$ cat src/rtl/hub75_scan_ctrl.sv
// HUB75 1/32-scan sequencer: shifts one row of pixel pairs out of the frame
// buffer, blanks, latches the row address, then shows the row for a fixed
// window with NOE gated low for `brightness` cycles.
module hub75_scan_ctrl #(
    parameter int COLS         = 64,
    parameter int ROW_BITS     = 5,
    parameter int CLK_DIV      = 2,
    parameter int BLANK_CYCLES = 4,
    parameter int LATCH_CYCLES = 2,
    parameter int WIN_CYCLES   = 256,
    localparam int COL_BITS    = $clog2(COLS)
) (
    input  logic                         clk,
    input  logic                         rst,
    input  logic                         enable,
    input  logic [7:0]                   brightness,
    output logic                         fb_rd,
    output logic [ROW_BITS+COL_BITS-1:0] fb_addr,
    input  logic [5:0]                   fb_rdata,
    output logic                         LP_CLK,
    output logic                         LATCH,
    output logic                         NOE,
    output logic [ROW_BITS-1:0]          ROW,
    output logic [2:0]                   RGB0,
    output logic [2:0]                   RGB1,
    output logic                         busy,
    output logic                         frame_done
);

    localparam int SLOT  = 1 + 2*CLK_DIV;
    localparam int M1    = (SLOT > BLANK_CYCLES) ? SLOT : BLANK_CYCLES;
    localparam int M2    = (M1 > LATCH_CYCLES) ? M1 : LATCH_CYCLES;
    localparam int MAXC  = (M2 > WIN_CYCLES) ? M2 : WIN_CYCLES;
    localparam int CNT_W = $clog2(MAXC + 1);

    typedef enum logic [2:0] {S_IDLE, S_SHIFT, S_BLANK, S_LATCH, S_DISPLAY} state_t;

    state_t               state, state_nx;
    logic [CNT_W-1:0]     cnt, cnt_nx;
    logic [ROW_BITS-1:0]  row_cnt, row_nx;
    logic [COL_BITS-1:0]  col_cnt, col_nx;
    logic [ROW_BITS-1:0]  row_q;
    logic [5:0]           rgb_q;
    logic [5:0]           rgb;
    logic [7:0]           bright_q;
    logic                 win_end;

    assign win_end = (state == S_DISPLAY) && (cnt == CNT_W'(WIN_CYCLES - 1));

    // State, phase counter and row/column position
    always_ff @(posedge clk or posedge rst) begin
        if (rst) begin
            state   <= S_IDLE;
            cnt     <= '0;
            row_cnt <= '0;
            col_cnt <= '0;
        end else begin
            state   <= state_nx;
            cnt     <= cnt_nx;
            row_cnt <= row_nx;
            col_cnt <= col_nx;
        end
    end

    // Next-state: every state is a counted phase; cnt restarts on each transition
    always_comb begin
        state_nx = state;
        cnt_nx   = cnt + CNT_W'(1);
        row_nx   = row_cnt;
        col_nx   = col_cnt;
        case (state)
            S_IDLE: begin
                cnt_nx = '0;
                if (enable) begin
                    state_nx = S_SHIFT;
                    row_nx   = '0;
                    col_nx   = '0;
                end
            end
            S_SHIFT: begin
                if (cnt == CNT_W'(SLOT - 1)) begin
                    cnt_nx = '0;
                    if (col_cnt == COL_BITS'(COLS - 1)) begin
                        state_nx = S_BLANK;
                        col_nx   = '0;
                    end else begin
                        col_nx = col_cnt + COL_BITS'(1);
                    end
                end
            end
            S_BLANK: begin
                if (cnt == CNT_W'(BLANK_CYCLES - 1)) begin
                    cnt_nx   = '0;
                    state_nx = S_LATCH;
                end
            end
            S_LATCH: begin
                if (cnt == CNT_W'(LATCH_CYCLES - 1)) begin
                    cnt_nx   = '0;
                    state_nx = S_DISPLAY;
                end
            end
            S_DISPLAY: begin
                if (win_end) begin
                    cnt_nx = '0;
                    col_nx = '0;
                    row_nx = row_cnt + ROW_BITS'(1);
                    if (&row_cnt) state_nx = enable ? S_SHIFT : S_IDLE;
                    else          state_nx = S_SHIFT;
                end
            end
            default: begin
                state_nx = S_IDLE;
                cnt_nx   = '0;
            end
        endcase
    end

    // Panel-side registers: row address on LATCH entry, brightness on DISPLAY
    // entry, pixel data captured from the read port and cleared when leaving SHIFT
    always_ff @(posedge clk or posedge rst) begin
        if (rst) begin
            row_q    <= '0;
            rgb_q    <= '0;
            bright_q <= '0;
        end else begin
            if (state == S_BLANK && state_nx == S_LATCH)     row_q    <= row_cnt;
            if (state == S_LATCH && state_nx == S_DISPLAY)   bright_q <= brightness;
            if (state_nx != S_SHIFT)                         rgb_q    <= '0;
            else if (state == S_SHIFT && cnt == CNT_W'(1))   rgb_q    <= fb_rdata;
        end
    end

    // Read data is shown straight through in slot cycle 1 so the pixel is
    // stable for the full LP_CLK low phase; the register holds it afterwards.
    always_comb begin
        rgb = rgb_q;
        if (state == S_SHIFT && cnt == CNT_W'(1)) rgb = fb_rdata;
    end

    assign RGB0       = rgb[2:0];
    assign RGB1       = rgb[5:3];
    assign ROW        = row_q;
    assign fb_rd      = (state == S_SHIFT) && (cnt == '0);
    assign fb_addr    = {row_cnt, col_cnt};
    assign LP_CLK     = (state == S_SHIFT) && (cnt > CNT_W'(CLK_DIV));
    assign LATCH      = (state == S_LATCH);
    assign NOE        = !((state == S_DISPLAY) && (CNT_W'(bright_q) > cnt));
    assign busy       = (state != S_IDLE);
    assign frame_done = win_end && (&row_cnt);

endmodule

$ cat config.mk
export PLATFORM = sky130hd
export DESIGN_NAME = hub75_scan_ctrl
export DESIGN_NICKNAME = d
export VERILOG_FILES = /design/src/rtl/hub75_scan_ctrl.sv
export SDC_FILE = /design/constraint.sdc
export NUM_CORES = 1
export LEC_CHECK = 0
export CAP_MARGIN = 40
export CORE_MARGIN = 2
export CORE_UTILIZATION = 31
export CTS_CLUSTER_SIZE = 8
export DETAILED_ROUTE_END_ITERATION = 10
export PLACE_DENSITY = 0.6
export SYNTH_ARGS = -nofsm -noshare
export SYNTH_HDL_FRONTEND = slang
export SYNTH_SLANG_ARGS = --single-unit
$ cat constraint.sdc
create_clock -name clk -period 2.85 [get_ports clk]
set_input_delay 0.57 -clock clk [delete_from_list [all_inputs] [get_ports clk]]
set_output_delay 0.57 -clock clk [all_outputs]
set_load 0.02 [all_outputs]
# == After elaboration in Yosys (flattened, before gate mapping) ==
# Index checks and enable logic that the tools add are counted.
# totals
inputBits,17
word_cells,68
register_bits,42
# op_classes
addsub,3
n_mux,24
order_cmp,2
reduce_logical,17
n_eq_ne,15
# ops
cell,n
$mux W6,6
$mux W9,4
$pmux W9 S4,1
$mux W3,6
$pmux W6 S3,1
$pmux W3 S5,1
$mux W5,2
$pmux W5 S2,1
$add A9 B1 Y9 const B,1
$eq A3 B2 Y1 const B,3
$eq A9 B1 Y1 const B,1
$eq A9 B2 Y1 const B,1
$eq A9 B3 Y1 const B,1
$eq A9 B8 Y1 const B,1
$gt A8 B9 Y1,1
$gt A9 B2 Y1 const B,1
$logic_not A9 Y1,1
$logic_and A1 B1 Y1,8
$add A6 B1 Y6 const B,1
$eq A3 B3 Y1 const B,2
$eq A6 B6 Y1 const B,1
$ne A2 B2 Y1 const B,3
$reduce_bool A3 Y1,2
$add A5 B1 Y5 const B,1
9 further kinds,10

# == Longest topological paths before layout ==
# Gate-level depths: netlist of run 1.
# depth
ltp_word,6
mapped_depth,9
mapped_depth_nobuf,8

# == Worst setup path before layout of run 1 ==
# Ideal clock, no wire load.
# synth_timing
path_kind,register -> output
startpoint,register cnt[0]
endpoint,output frame_done
stages_incl_launch_ff,8
slack_ps,413
arrival_ps,1867
path_buffers,1
path_cell_list,dfrtp_1 > ha_1 > nand3_1 > nor4_1 > ha_1 > clkbuf_1 > nand2_1 > nor2_1
# synth_between
elab_chain_len,3
# synth_lines
element,line_no,source
"start, declared",39,"logic [CNT_W-1:0] cnt, cnt_nx;"
"start signal, assigned",59,cnt <= cnt_nx;
$eq A9 B8 Y1,48,assign win_end = (state == S_DISPLAY) && (cnt == CNT_W'(WIN_CYCLES - 1));
$logic_and A1 B1 Y1,48,
$logic_and A1 B1 Y1,150,assign frame_done = win_end && (&row_cnt);
"end, declared",27,output logic frame_done
# No other way between the ends.

# == Final worst setup path of run 1 ==
# layout_timing
startpoint,register state[1]
endpoint,output LP_CLK
# layout_between
elab_chain_len,2
# layout_lines
element,line_no,source
"start, declared",38,"state_t state, state_nx;"
"start signal, assigned",58,state <= state_nx;
$eq A3 B1 Y1,146,assign LP_CLK = (state == S_SHIFT) && (cnt > CNT_W'(CLK_DIV));
$logic_and A1 B1 Y1,146,
"end, declared",20,"output logic LP_CLK,"
# No other way between the ends.

==> impl_summary.md, run 1 <==
Layout
The fraction of layout instances using a drive strength above 1 is 0.167. The synthesis-to-layout area growth is 30.3%. The share of the core filled with cells is 0.416. The number of antenna repair diodes is 0. The net count of the finished layout is 326.

After the flow finishes, the layout carries non-filler instances totaling between 300 and 400.

Timing
The tightest hold path in the finished design has a slack of between 500 and 600 ps. The worst clock skew on the final layout is 12.6 ps. The time the final worst path needs with I/O delays and setup is 2760 ps. For this run, the top clock speed supported by timing is around 360 MHz. The number of failing hold endpoints at the final stage is 0. Dividing the final minimum period by the clock period gives 0.969. At the pin with the least slew margin, the transition time is about 570 ps. Setup repair after global routing left no endpoint under its margin. Setup violations remaining at the end of the flow were counted as 0.

The number of pins with negative max-slew slack in the final report was 0. The final-layout setup total negative slack is 0 ps. The headroom to the max-slew limit is 0.614.

Synth
After synthesis the netlist holds a flip-flop and latch count of 42. The Yosys warning count is 0. The share of synthesized area in the top cell type comes to 0.428. The average cell area after synthesis is roughly 10 sq um. The number of different library cells used by synthesis comes to ~50. Summing every instance area after synthesis gives about 2500 sq um.

The library cell occupying the most area in the post-synthesis netlist is dfrtp_1. Sorting the synthesized cells by area gives the leading types as dfrtp_1 43%, ha_1 8.2%, mux2_2 7.3%, inv_1 3.5%, mux2i_1 3.3%. The number of flops mapped to enable cells by yosys is 0. The proportion of register bits with asynchronous set or reset after synthesis is 1.00. The share of the Yosys chip area taken by registers is 0.428. Ranked by instance count, the synthesized netlist is headed by 42 x dfrtp_1, 23 x inv_1, 16 x ha_1, 16 x mux2_2, 16 x nand2_1. The post-synth net total is approximately 270. dfrtp_1 is the most common cell in the netlist. For this run, the leading register cell type out of synthesis is dfrtp_1. The cell count after synthesis is roughly 240.

GRT
The number of antenna violations at the first check in global routing was 0. The global-route wire length before repair is slightly above 9000 microns. Entering global routing, the biggest net connects 43 pins. The via count of the first global-routing pass was 1912. The overall global routing resource usage is 0.131.

The leftover overflow at the end of global routing is 0.

Die
For this design the top-level I/O count stands at 45. The die covers roughly 8600 sq um. The die outline width is 93.0 microns.

The number of rows created at floorplan is 32. The die boundary height is 93.0 microns. The area of the core is between 7000 and 8000 sq um. The initial utilization of the core area, before any placement, comes to 0.319.

Placed design
At the end of routability-driven placement, the weighted congestion stood at between 0.8 and 0.9. The HPWL after detailed placement is around 4000 microns. Input and output buffers added on the ports amount to 44. The cell count after placement is between 300 and 400.

Power and ir drop
In this run the static leakage power is roughly 1.4 nW. The total power divided by cell area is ~360 nW/um^2. VDD sags by at most ~240 uV. The combinational fraction of design power is 0.065. Internal power comes to about 900 uW.

Of the total power, registers draw 0.532. The analysis attributes to net switching a power of ~240 uW. Of the total power, the clock network draws 0.403. The net switching share of the total power is 0.212.

CTS
The total CTS buffers is 5. The number of clock sinks is 42. The root buffer cell chosen for the clock tree is clkbuf_8. The clock latency at the later pin of the worst-skew pair is 290 ps. Clock-pin slew was measured on the worst setup and hold paths at 90 ps. The CTS tree is yes. The count of H-tree levels built during CTS is 2. The clock passes through at most 2 buffers. Post-CTS timing repair inserted 0 buffers for setup.

Min path
In this run the worst hold path is classified as reg2reg. The startpoint of the worst hold path is ROW[2]$_DFFE_PP0P_. The path with the worst hold slack has its endpoint at ROW[2]$_DFFE_PP0P_. The count of cells along the worst hold path is 1.

Flow run
The reported max-cap violation count is 0.

Worst setup path
The worst register-to-register path ends at cnt[1]$_DFF_PP0_. The kind of end point of the critical path is an output port. Data arrives at the worst endpoint at ~2200 ps. The data required time of the critical path is ~2300 ps.

The start point of the critical path is state[1]$_DFF_PP0_. The kind of start point of the critical path is a register. Along the worst path, the maximum fanout reaches 8.

The setup path with the least slack is of type reg2out. The startpoint of the lowest-slack register-to-register path is cnt[0]$_DFF_PP0_. The slack of the worst reg-to-reg path is between 400 and 500 ps.

Counting cells, the worst reg-to-reg path comes to 9.

Drt
The detailed router placed roughly 1900 vias in this run. For this block, the initial DRC count from the detailed router was 88. Dividing the detail-routed via count by the number of cells gives 4.83. The total wire length is 5350 microns. Dividing the detail-routed wire length by the instance count gives ~14 microns. The residual antenna-violating net count after detailed routing is 0. The detailed-route DRC error count is 0. The first TritonRoute pass finished after 4 iterations.

Status
The flow ran to the end, and the final reports show no timing, DRC or antenna violations.
-- per-layer routing --
metal  part of all wire  up-vias  track usage
met5                  0        -            0
met4             0.0080        0       0.0294
met3              0.038        4       0.0274
met2               0.46       34        0.214
met1               0.49      913        0.180
li1                   -      963            -
-- placed cells by master (no fill, tap or decap), types with 7 or more instances in the layout --
cell,synthesis,layout
dfrtp_1,42,40
clkdlybuf4s50_1,0,35
inv_1,23,23
mux2_2,16,16
nand2_1,16,16
ha_1,16,16
nor2_1,13,13
buf_4,0,13
nand3_1,10,10
a22o_1,7,7
mux2i_1,8,7
-- flip-flops by register name (all words and copies together) (netlist names) --
| name | cells |
|---|---|
| cnt | 9 |
| col_cnt | 6 |
| state | 3 |
| ROW | 5 |
| bright_q | 8 |
| rgb_q | 6 |
| row_cnt | 5 |
-- cell type report --
cell class / instances / area [sq um]
fill: 784 / 4490
multi-input combinational: 164 / 1290
sequential: 42 / 1050
timing repair buffer: 57 / 532
tap: 102 / 128
inverter: 23 / 86.3
clock buffer: 5 / 68.8
clock inverter: 3 / 40.0
-- how the worst max path moves through the flow --
stage / to / slack, ps / depth (start not counted)
floorplan: frame_done / 410 / 7
global placement: frame_done / 180 / 7
detailed placement: NOE / 180 / 7
CTS: fb_rd / 40 / 5
global route: NOE / 2 / 6
finish: LP_CLK / 90 / 3
-- critical path: stages, from the launching register on --
cell and delay (ps):
dfrtp_1 470, or3b_2 580, a21oi_1 210, clkdlybuf4s50_1 650
-- metrics by stage --
step	cell area, sq um	total power, mW	setup slack (ps)
final	3200	1.15	88.4
after floorplan	2450	0.660	413
after global placement	3090	0.701	183
after detailed placement	3090	0.702	180
after CTS	3190	1.17	40.8
after global routing	3200	1.20	1.65
-- what timing repair did --
item | in CTS | in global routing
hold buffers | 0 | 0
resized for setup | 8 | 7
setup endpoints to repair | 8 | 7
-- power by group through the flow --
| stage | Clock (mW) | Sequential, mW | Combinational [mW] |
|---|---|---|---|
| 2_1_floorplan | 0 | 0.620 | 0.0393 |
| 3_3_place_gp | 0 | 0.622 | 0.0791 |
| 3_5_place_dp | 0 | 0.622 | 0.0798 |
| 4_1_cts | 0.481 | 0.610 | 0.0771 |
| 5_1_grt | 0.506 | 0.611 | 0.0845 |
| 6_report | 0.461 | 0.610 | 0.0749 |
-- cell families (layout without fill, tap and decap cells) --
family / after synthesis / after routing / synth area share
DFF: 42 / 42 / 0.428
buffers and inverters: 30 / 88 / 0.0479
adders and majority gates: 16 / 16 / 0.0815
and+or+nand+nor: 76 / 76 / 0.182
AOI/OAI and AO/OA: 42 / 42 / 0.133
muxes: 24 / 24 / 0.106
xor gates and xnor gates: 6 / 6 / 0.0214
(Power assumes the default switching activity.)
==> inputs of run 2 (changes only) <==
--- a/config.mk
+++ b/config.mk
@@ -7,10 +7,10 @@
 export LEC_CHECK = 0
 export CAP_MARGIN = 40
 export CORE_MARGIN = 2
-export CORE_UTILIZATION = 31
+export CORE_UTILIZATION = 40
 export CTS_CLUSTER_SIZE = 8
 export DETAILED_ROUTE_END_ITERATION = 10
-export PLACE_DENSITY = 0.6
+export PLACE_DENSITY = 0.72
 export SYNTH_ARGS = -nofsm -noshare
 export SYNTH_HDL_FRONTEND = slang
 export SYNTH_SLANG_ARGS = --single-unit
==> constraint.sdc (replaced) <==
create_clock -name clk -period 2.72 [get_ports clk]
set_input_delay 0.544 -clock clk [delete_from_list [all_inputs] [get_ports clk]]
set_output_delay 0.544 -clock clk [all_outputs]
set_load 0.02 [all_outputs]
==> impl_summary.md, run 2 (synthesis results as in run 1) <==
CTS
The clock latency at the later pin of the worst-skew pair was 300 ps (about the same). The total CTS buffers came to 5 (unchanged). The count of H-tree levels built during CTS is 2 (unchanged).

The CTS tree is yes. The tree is rooted in a clkbuf_8. The buffer levels on the longest clock path is 2 (unchanged). The number of clock sinks is 42 (unchanged). The clock transition at the register clock pins on the worst setup and hold paths after CTS is 80 ps (about the same).

Layout
The total area of multi-input combinational cells is 1320 sq um (+2.1%). The number of antenna repair diodes is 0 (unchanged). The most flop-heavy register is cnt. The synthesis-to-layout area growth is 29.8%. In the final layout, the registers with the most flip-flops are cnt x9, bright_q x8.

The register area is 1050 sq um (-0.12%). The final non-filler cell total came to 373 (-5.8%). The top cell types in the final layout, fill and taps aside, are 41 x dfrtp_1, 34 x clkdlybuf4s50_1, 22 x inv_1. The fraction of layout instances using a drive strength above 1 is 0.208 (+0.0414). The final design area excluding fillers was 3190 sq um (-0.35%).

The filler cell count in the final layout is 541 (-31%). The share of the core filled with cells is 0.538 (+0.122). The most common cell after layout, fill and taps aside is dfrtp_1. The number of nets in the final layout is 330 (+1.2%). The flip-flop count of the largest register, all copies and words added is 9 (unchanged).

Drt
The number of DRC markers in iteration 0 came to 73 (-17%). The residual antenna-violating net count after detailed routing is 0 (unchanged). The final routed wire length divided by cell count is 14.4 microns (+6.2%). The vias after detailed routing came to 1997 (+4.3%).

The detailed-route DRC error count is 0 (unchanged). The iteration count of the initial detailed-routing pass was 4 (unchanged). The per-cell via count in the routed design is 5.35 (+11%). The total wire length was 5360 microns (about the same).

Die
The number of rows created at floorplan is 28 (-13%). The die boundary height is 82.3 microns (-11%). The area of the core came to 5920 sq um (-23%). The die outline width came to 82.3 microns (-11%). The die footprint is 6780 sq um (-22%). The number of I/O pins is 45 (unchanged).

The initial cell density of the core is 0.415 (+0.0953).

Worst setup path
The cell type group with the largest total delay on the critical path is buffers and inverters. The kind of end point of the critical path is an output port. STA classifies the critical path startpoint as a register.

The signal on the critical path passes through inv_2 > ha_1 > nor4b_4 > nand3_1 > buf_4 > mux2i_2 > inv_1 > dlygate4sd2_1. The critical setup path kind is reg2out. The data required time of the critical path was 2180 ps (-100 ps). The standard cell with the maximum stage delay on the critical path is dfrtp_1. The stage delay of the slowest cell on the critical path was 410 ps (-240 ps). The sum of buffers and inverters on the critical path is 4 (+3). The critical path data arrival time is 2080 ps (-110 ps).

The path depth of the worst reg2reg path is 10 (+1). The largest fanout of any net on the critical path is 6 (-2). The critical path depth was 8 (+5).

GRT
The via count of the first global-routing pass is 1847 (-3.4%). The number of antenna violations at the first check in global routing came to 0 (unchanged). The leftover overflow at the end of global routing came to 0 (unchanged). The overall global routing resource usage is 0.165 (+0.0331). The global-route wire length before repair is 8510 microns (-6.8%). The maximum number of pins on one net before global-route repair came to 43 (unchanged).

Timing
The final worst setup slack is 99.7 ps (+11.3 ps). Of the available clock period, the critical path in the final layout requires 0.963. The total setup violations reported at the end of the flow is 0 (unchanged). The number of failing hold endpoints at the final stage came to 0 (unchanged). The number of pins with negative max-slew slack in the final report is 0 (unchanged). The worst clock skew on the final layout is 7.46 ps (-5.16 ps). The headroom to the max-slew limit is 0.572 (-0.0417). The time the final worst path needs with I/O delays and setup is between 2000 and 3000 ps. The transition time at the pin with the least slew margin was 635 ps (+61.9 ps). The final-layout setup total negative slack is 0 ps (unchanged). Setup repair after global routing could not meet its margin everywhere.

Derived from the worst setup path, the maximum achievable clock frequency is about 380 MHz. The worst hold slack is 512 ps (+2.61 ps).

Placed design
The cell count after placement came to 364 (-6.2%). The placement-stage worst setup slack was 78.8 ps (-101 ps). The placed standard-cell area is 3080 sq um (-0.36%).

The number of port buffers is 44 (unchanged). The HPWL after detailed placement is 3850 microns (-5.5%). The final estimated routing congestion in global placement came to 0.853 (+4.1%).

Power and ir drop
The worst-case vdd ir drop is 228 uV (-3.2%). The leakage power is 1.42 nW (-1.6%). The clock network fraction of design power is 0.371 (-0.032). The net switching share of the total power is 0.230 (+0.0184). The part of the total power dissipated in sequential elements is 0.558 (+0.026). The switching power total is 263 uW (+8.6%). The overall power is 1.14 mW (-0.14%). The cell-internal power is 882 uW (-2.5%). The combinational fraction of design power was 0.071 (+0.006). The total power divided by cell area is 359 nW/um^2 (+0.21%).

Min path
The count of cells along the worst hold path is 1 (unchanged). The worst hold path belongs to the class reg2reg.

Status
The flow ran to the end, and the final reports show no timing, DRC or antenna violations.

Flow run
The reported max-cap violation count is 0 (unchanged).
[run 2: repair_timing]
action	4_1_cts	5_1_grt
resized for setup	10	21
hold buffers	0	0
buffers inserted	0	1
setup endpoints to repair	9	9
[run 2: final timing paths]
path | from | endpoint | slack (ps)
worst max-delay path | cnt[1]$_DFF_PP0_ | RGB0[2] | 100
worst min-delay path | ROW[4]$_DFFE_PP0P_ | ROW[4]$_DFFE_PP0P_ | 510
worst max register to register | cnt[1]$_DFF_PP0_ | rgb_q[4]$_DFF_PP0_ | 290
worst min register to register | ROW[4]$_DFFE_PP0P_ | ROW[4]$_DFFE_PP0P_ | 510
max in group asynchronous | rst | cnt[2]$_DFF_PP0_ | 1630
min in group asynchronous | rst | ROW[0]$_DFFE_PP0P_ | 680
[run 2: power by group through the flow]
stage / Sequential, mW / Combinational [mW] / Clock, mW
after floorplan: 0.650 / 0.0412 / 0
after global placement: 0.651 / 0.0813 / 0
after detailed placement: 0.651 / 0.0830 / 0
after CTS: 0.639 / 0.0805 / 0.440
after global routing: 0.641 / 0.0907 / 0.464
final: 0.639 / 0.0809 / 0.425
[run 2: cell type report]
type | instances | area share
tap | 75 | 0.0294
sequential | 42 | 0.330
clock buffer | 6 | 0.0259
multi-input combinational | 164 | 0.413
inverter | 23 | 0.0271
clock inverter | 2 | 0.00393
timing repair buffer | 61 | 0.170
[run 2: metal layers]
metal | track usage | share of wire | wire [microns]
met1 | 0.203 | 0.46 | 2470
met2 | 0.282 | 0.47 | 2510
met3 | 0.0402 | 0.049 | 263
met4 | 0.0517 | 0.020 | 106
met5 | 0 | 0 | 0
[run 2: worst register-to-register path, cell delays in order (launching register included)]
cell      delay (ps)
dfrtp_1          410
buf_4            140
ha_1             190
nand3_1          160
nor4_2            70
ha_1             190
buf_4            170
or4b_2           700
nand2_1           90
mux2_2           130
a211oi_1          40
==> inputs of run 3 (changes only) <==
--- a/config.mk
+++ b/config.mk
@@ -6,11 +6,11 @@
 export NUM_CORES = 1
 export LEC_CHECK = 0
 export CAP_MARGIN = 40
-export CORE_MARGIN = 2
-export CORE_UTILIZATION = 40
+export CORE_MARGIN = 4
+export CORE_UTILIZATION = 52
 export CTS_CLUSTER_SIZE = 8
 export DETAILED_ROUTE_END_ITERATION = 10
-export PLACE_DENSITY = 0.72
+export PLACE_DENSITY = 0.87
 export SYNTH_ARGS = -nofsm -noshare
 export SYNTH_HDL_FRONTEND = slang
 export SYNTH_SLANG_ARGS = --single-unit
==> impl_summary.md, run 3 (synthesis results as in run 1) <==
Worst setup path
The stage delay of the slowest cell on the critical path was 420 ps (about the same). The critical path data arrival time is 2160 ps (+80 ps). The kind of start point of the critical path is a register. The data required time of the critical path is 2180 ps (about the same).

The standard cell with the maximum stage delay on the critical path is a2111oi_2. The critical path in this run is classified as reg2out. The kind of end point of the critical path is an output port. The largest fanout of any net on the critical path came to 3 (-3). The critical path goes through inv_1 > ha_1 > a2111oi_2 > a21oi_1 > o221ai_1 > dlygate4sd1_1.

Min path
The path type of the worst min-delay path is reg2reg.

Layout
In the layout the commonest cells are 40 x dfrtp_1, 34 x clkdlybuf4s50_1, 22 x inv_1. In the final layout, the registers with the most flip-flops are cnt x9, bright_q x8. The number of nets in the final layout is 330 (unchanged). The filler cell count in the final layout is 346 (-36%).

The final non-filler cell total came to 349 (-6.4%). The most flop-heavy register is cnt. The fraction of layout instances using a drive strength above 1 was 0.202 (-0.00603). The most common cell after layout, fill and taps aside is dfrtp_1. The number of antenna repair diodes was 0 (unchanged). Compared with the post-synthesis result, the final layout area differs by 30.1%.

The final design area excluding fillers came to 3190 sq um (+0.24%). The flip-flop count of the largest register, all copies and words added was 9 (unchanged).

Die
The die footprint came to 5880 sq um (-13%). The die boundary height is 76.7 microns (-6.8%). The die outline width is 76.7 microns (-6.8%). The initial cell density of the core is 0.549 (+0.134). The area of the core was 4470 sq um (-24%). The number of I/O pins is 45 (unchanged). The number of rows created at floorplan came to 24 (-14%).

Placed design
The final estimated routing congestion in global placement is 0.863 (+1.2%). The placed standard-cell area was 3040 sq um (-1.2%). The cell count after placement is 340 (-6.6%). The number of port buffers is 44 (unchanged). The HPWL after detailed placement is 3970 microns (+3.3%).

Power and ir drop
The switching power total came to 256 uW (-2.9%). The combinational fraction of design power is 0.068 (-0.003). The cell-internal power came to 973 uW (+10%). The part of the total power dissipated in sequential elements is 0.521 (-0.037).

The total power divided by cell area was 385 nW/um^2 (+7.1%). The worst-case vdd ir drop is 211 uV (-7.7%). The leakage power is 1.43 nW (+0.64%). The net switching share of the total power is 0.208 (-0.0219).

The clock network fraction of design power is 0.411 (+0.040).

CTS
The count of H-tree levels built during CTS came to 2 (unchanged). The clock latency at the later pin of the worst-skew pair came to 290 ps (about the same). The cell chosen for the clock root is clkbuf_8.

The clock transition at the register clock pins on the worst setup and hold paths after CTS is 80 ps (about the same). The total CTS buffers is 5 (unchanged). The number of clock sinks is 42 (unchanged). The buffer levels on the longest clock path is 2 (unchanged). The CTS tree is yes.

Timing
The maximum frequency from static timing analysis is 369 MHz (-3.2%). The number of pins with negative max-slew slack in the final report came to 0 (unchanged). The time the final worst path needs with I/O delays and setup is 2710 ps (+86.1 ps). The headroom to the max-slew limit is 0.624 (+0.0522). The transition time at the pin with the least slew margin was 558 ps (-77.4 ps). The worst hold slack is 508 ps (-4.25 ps).

The number of failing hold endpoints at the final stage is 0 (unchanged). The share of the clock period used by the worst path is 0.995 (+0.0316). The final-layout setup total negative slack came to 0 ps (unchanged).

The worst clock skew on the final layout came to 8.51 ps (+1.05 ps). The total setup violations reported at the end of the flow is 0 (unchanged).

Drt
The number of DRC markers in iteration 0 is 107 (+47%). The vias after detailed routing is 2017 (+1.0%). The per-cell via count in the routed design is 5.78 (+7.9%). The residual antenna-violating net count after detailed routing was 0 (unchanged).

The iteration count of the initial detailed-routing pass is 4 (unchanged). The detailed-route DRC error count was 0 (unchanged). The final routed wire length divided by cell count is 16.2 microns (+13%). The total wire length came to 5670 microns (+5.9%).

GRT
The overall global routing resource usage is 0.197 (+0.0321). The leftover overflow at the end of global routing is 0 (unchanged). The maximum number of pins on one net before global-route repair is 43 (unchanged). The via count of the first global-routing pass is 2015 (+9.1%).

The number of antenna violations at the first check in global routing is 0 (unchanged). The global-route wire length before repair came to 9450 microns (+11%).

Status
The run finished with clean final reports.

Flow run
The reported max-cap violation count is 0 (unchanged).
==> run 3: layer usage <==
layer,global-route usage,part of all wire,up-vias
met4,0.0870,0.014,0
met3,0.0293,0.029,7
li1,-,-,973
met2,0.333,0.50,39
met1,0.249,0.45,998
met5,0,0,-
==> run 3: through the flow <==
step	total power [mW]	utilization	setup slack (ps)
floorplan	0.691	-	309
global placement	0.732	0.680	136
detailed placement	0.736	0.680	-30.2
CTS	1.23	0.706	-0.845
global route	1.27	0.714	-43.0
finish	1.23	0.714	13.6
==> run 3: power groups by stage <==
stage	clock network, mW	logic (mW)	registers (mW)
2_1_floorplan	0	0.0412	0.650
3_3_place_gp	0	0.0809	0.651
3_5_place_dp	0	0.0838	0.652
4_1_cts	0.512	0.0824	0.640
5_1_grt	0.537	0.0922	0.641
6_report	0.505	0.0839	0.640
==> run 3: area by class of cell <==
class	count	area, sq um	share of cell area
clock inverters	1	30.0	0.00940
multi-input cells	164	1320	0.414
clock buffers	6	82.6	0.0259
flip-flops and latches	42	1050	0.330
well taps	52	65.1	0.0204
repair buffers	61	554	0.174
inverters	23	86.3	0.0270
==> run 3: worst max-delay path: cells and delay by family, from the launching register on <==
kind	cells	cell delay [ps]
compound gates	3	750
flops	1	350
buf+inv	2	420
fa+ha+maj	1	350
==> run 3: path summary, 6_finish.rpt <==
path	from	end	slack, ps	cells after the start
setup / recovery	cnt[3]$_DFF_PP0_	NOE	10	6
hold / removal	bright_q[0]$_DFFE_PP0P_	bright_q[0]$_DFFE_PP0P_	510	1
setup reg to reg	cnt[0]$_DFF_PP0_	rgb_q[4]$_DFF_PP0_	310	9
hold reg to reg	bright_q[0]$_DFFE_PP0P_	bright_q[0]$_DFFE_PP0P_	510	1
max in group asynchronous	rst	cnt[1]$_DFF_PP0_	1640	3
min in group asynchronous	rst	ROW[4]$_DFFE_PP0P_	680	3
==> run 3: repair_timing <==
| action | CTS | global route |
|---|---|---|
| endpoints found under the hold margin | 0 | 0 |
| resized for setup | 15 | 14 |
| buffers inserted | 0 | 2 |
| hold buffers | 0 | 0 |
| endpoints found under the setup margin | 9 | 9 |
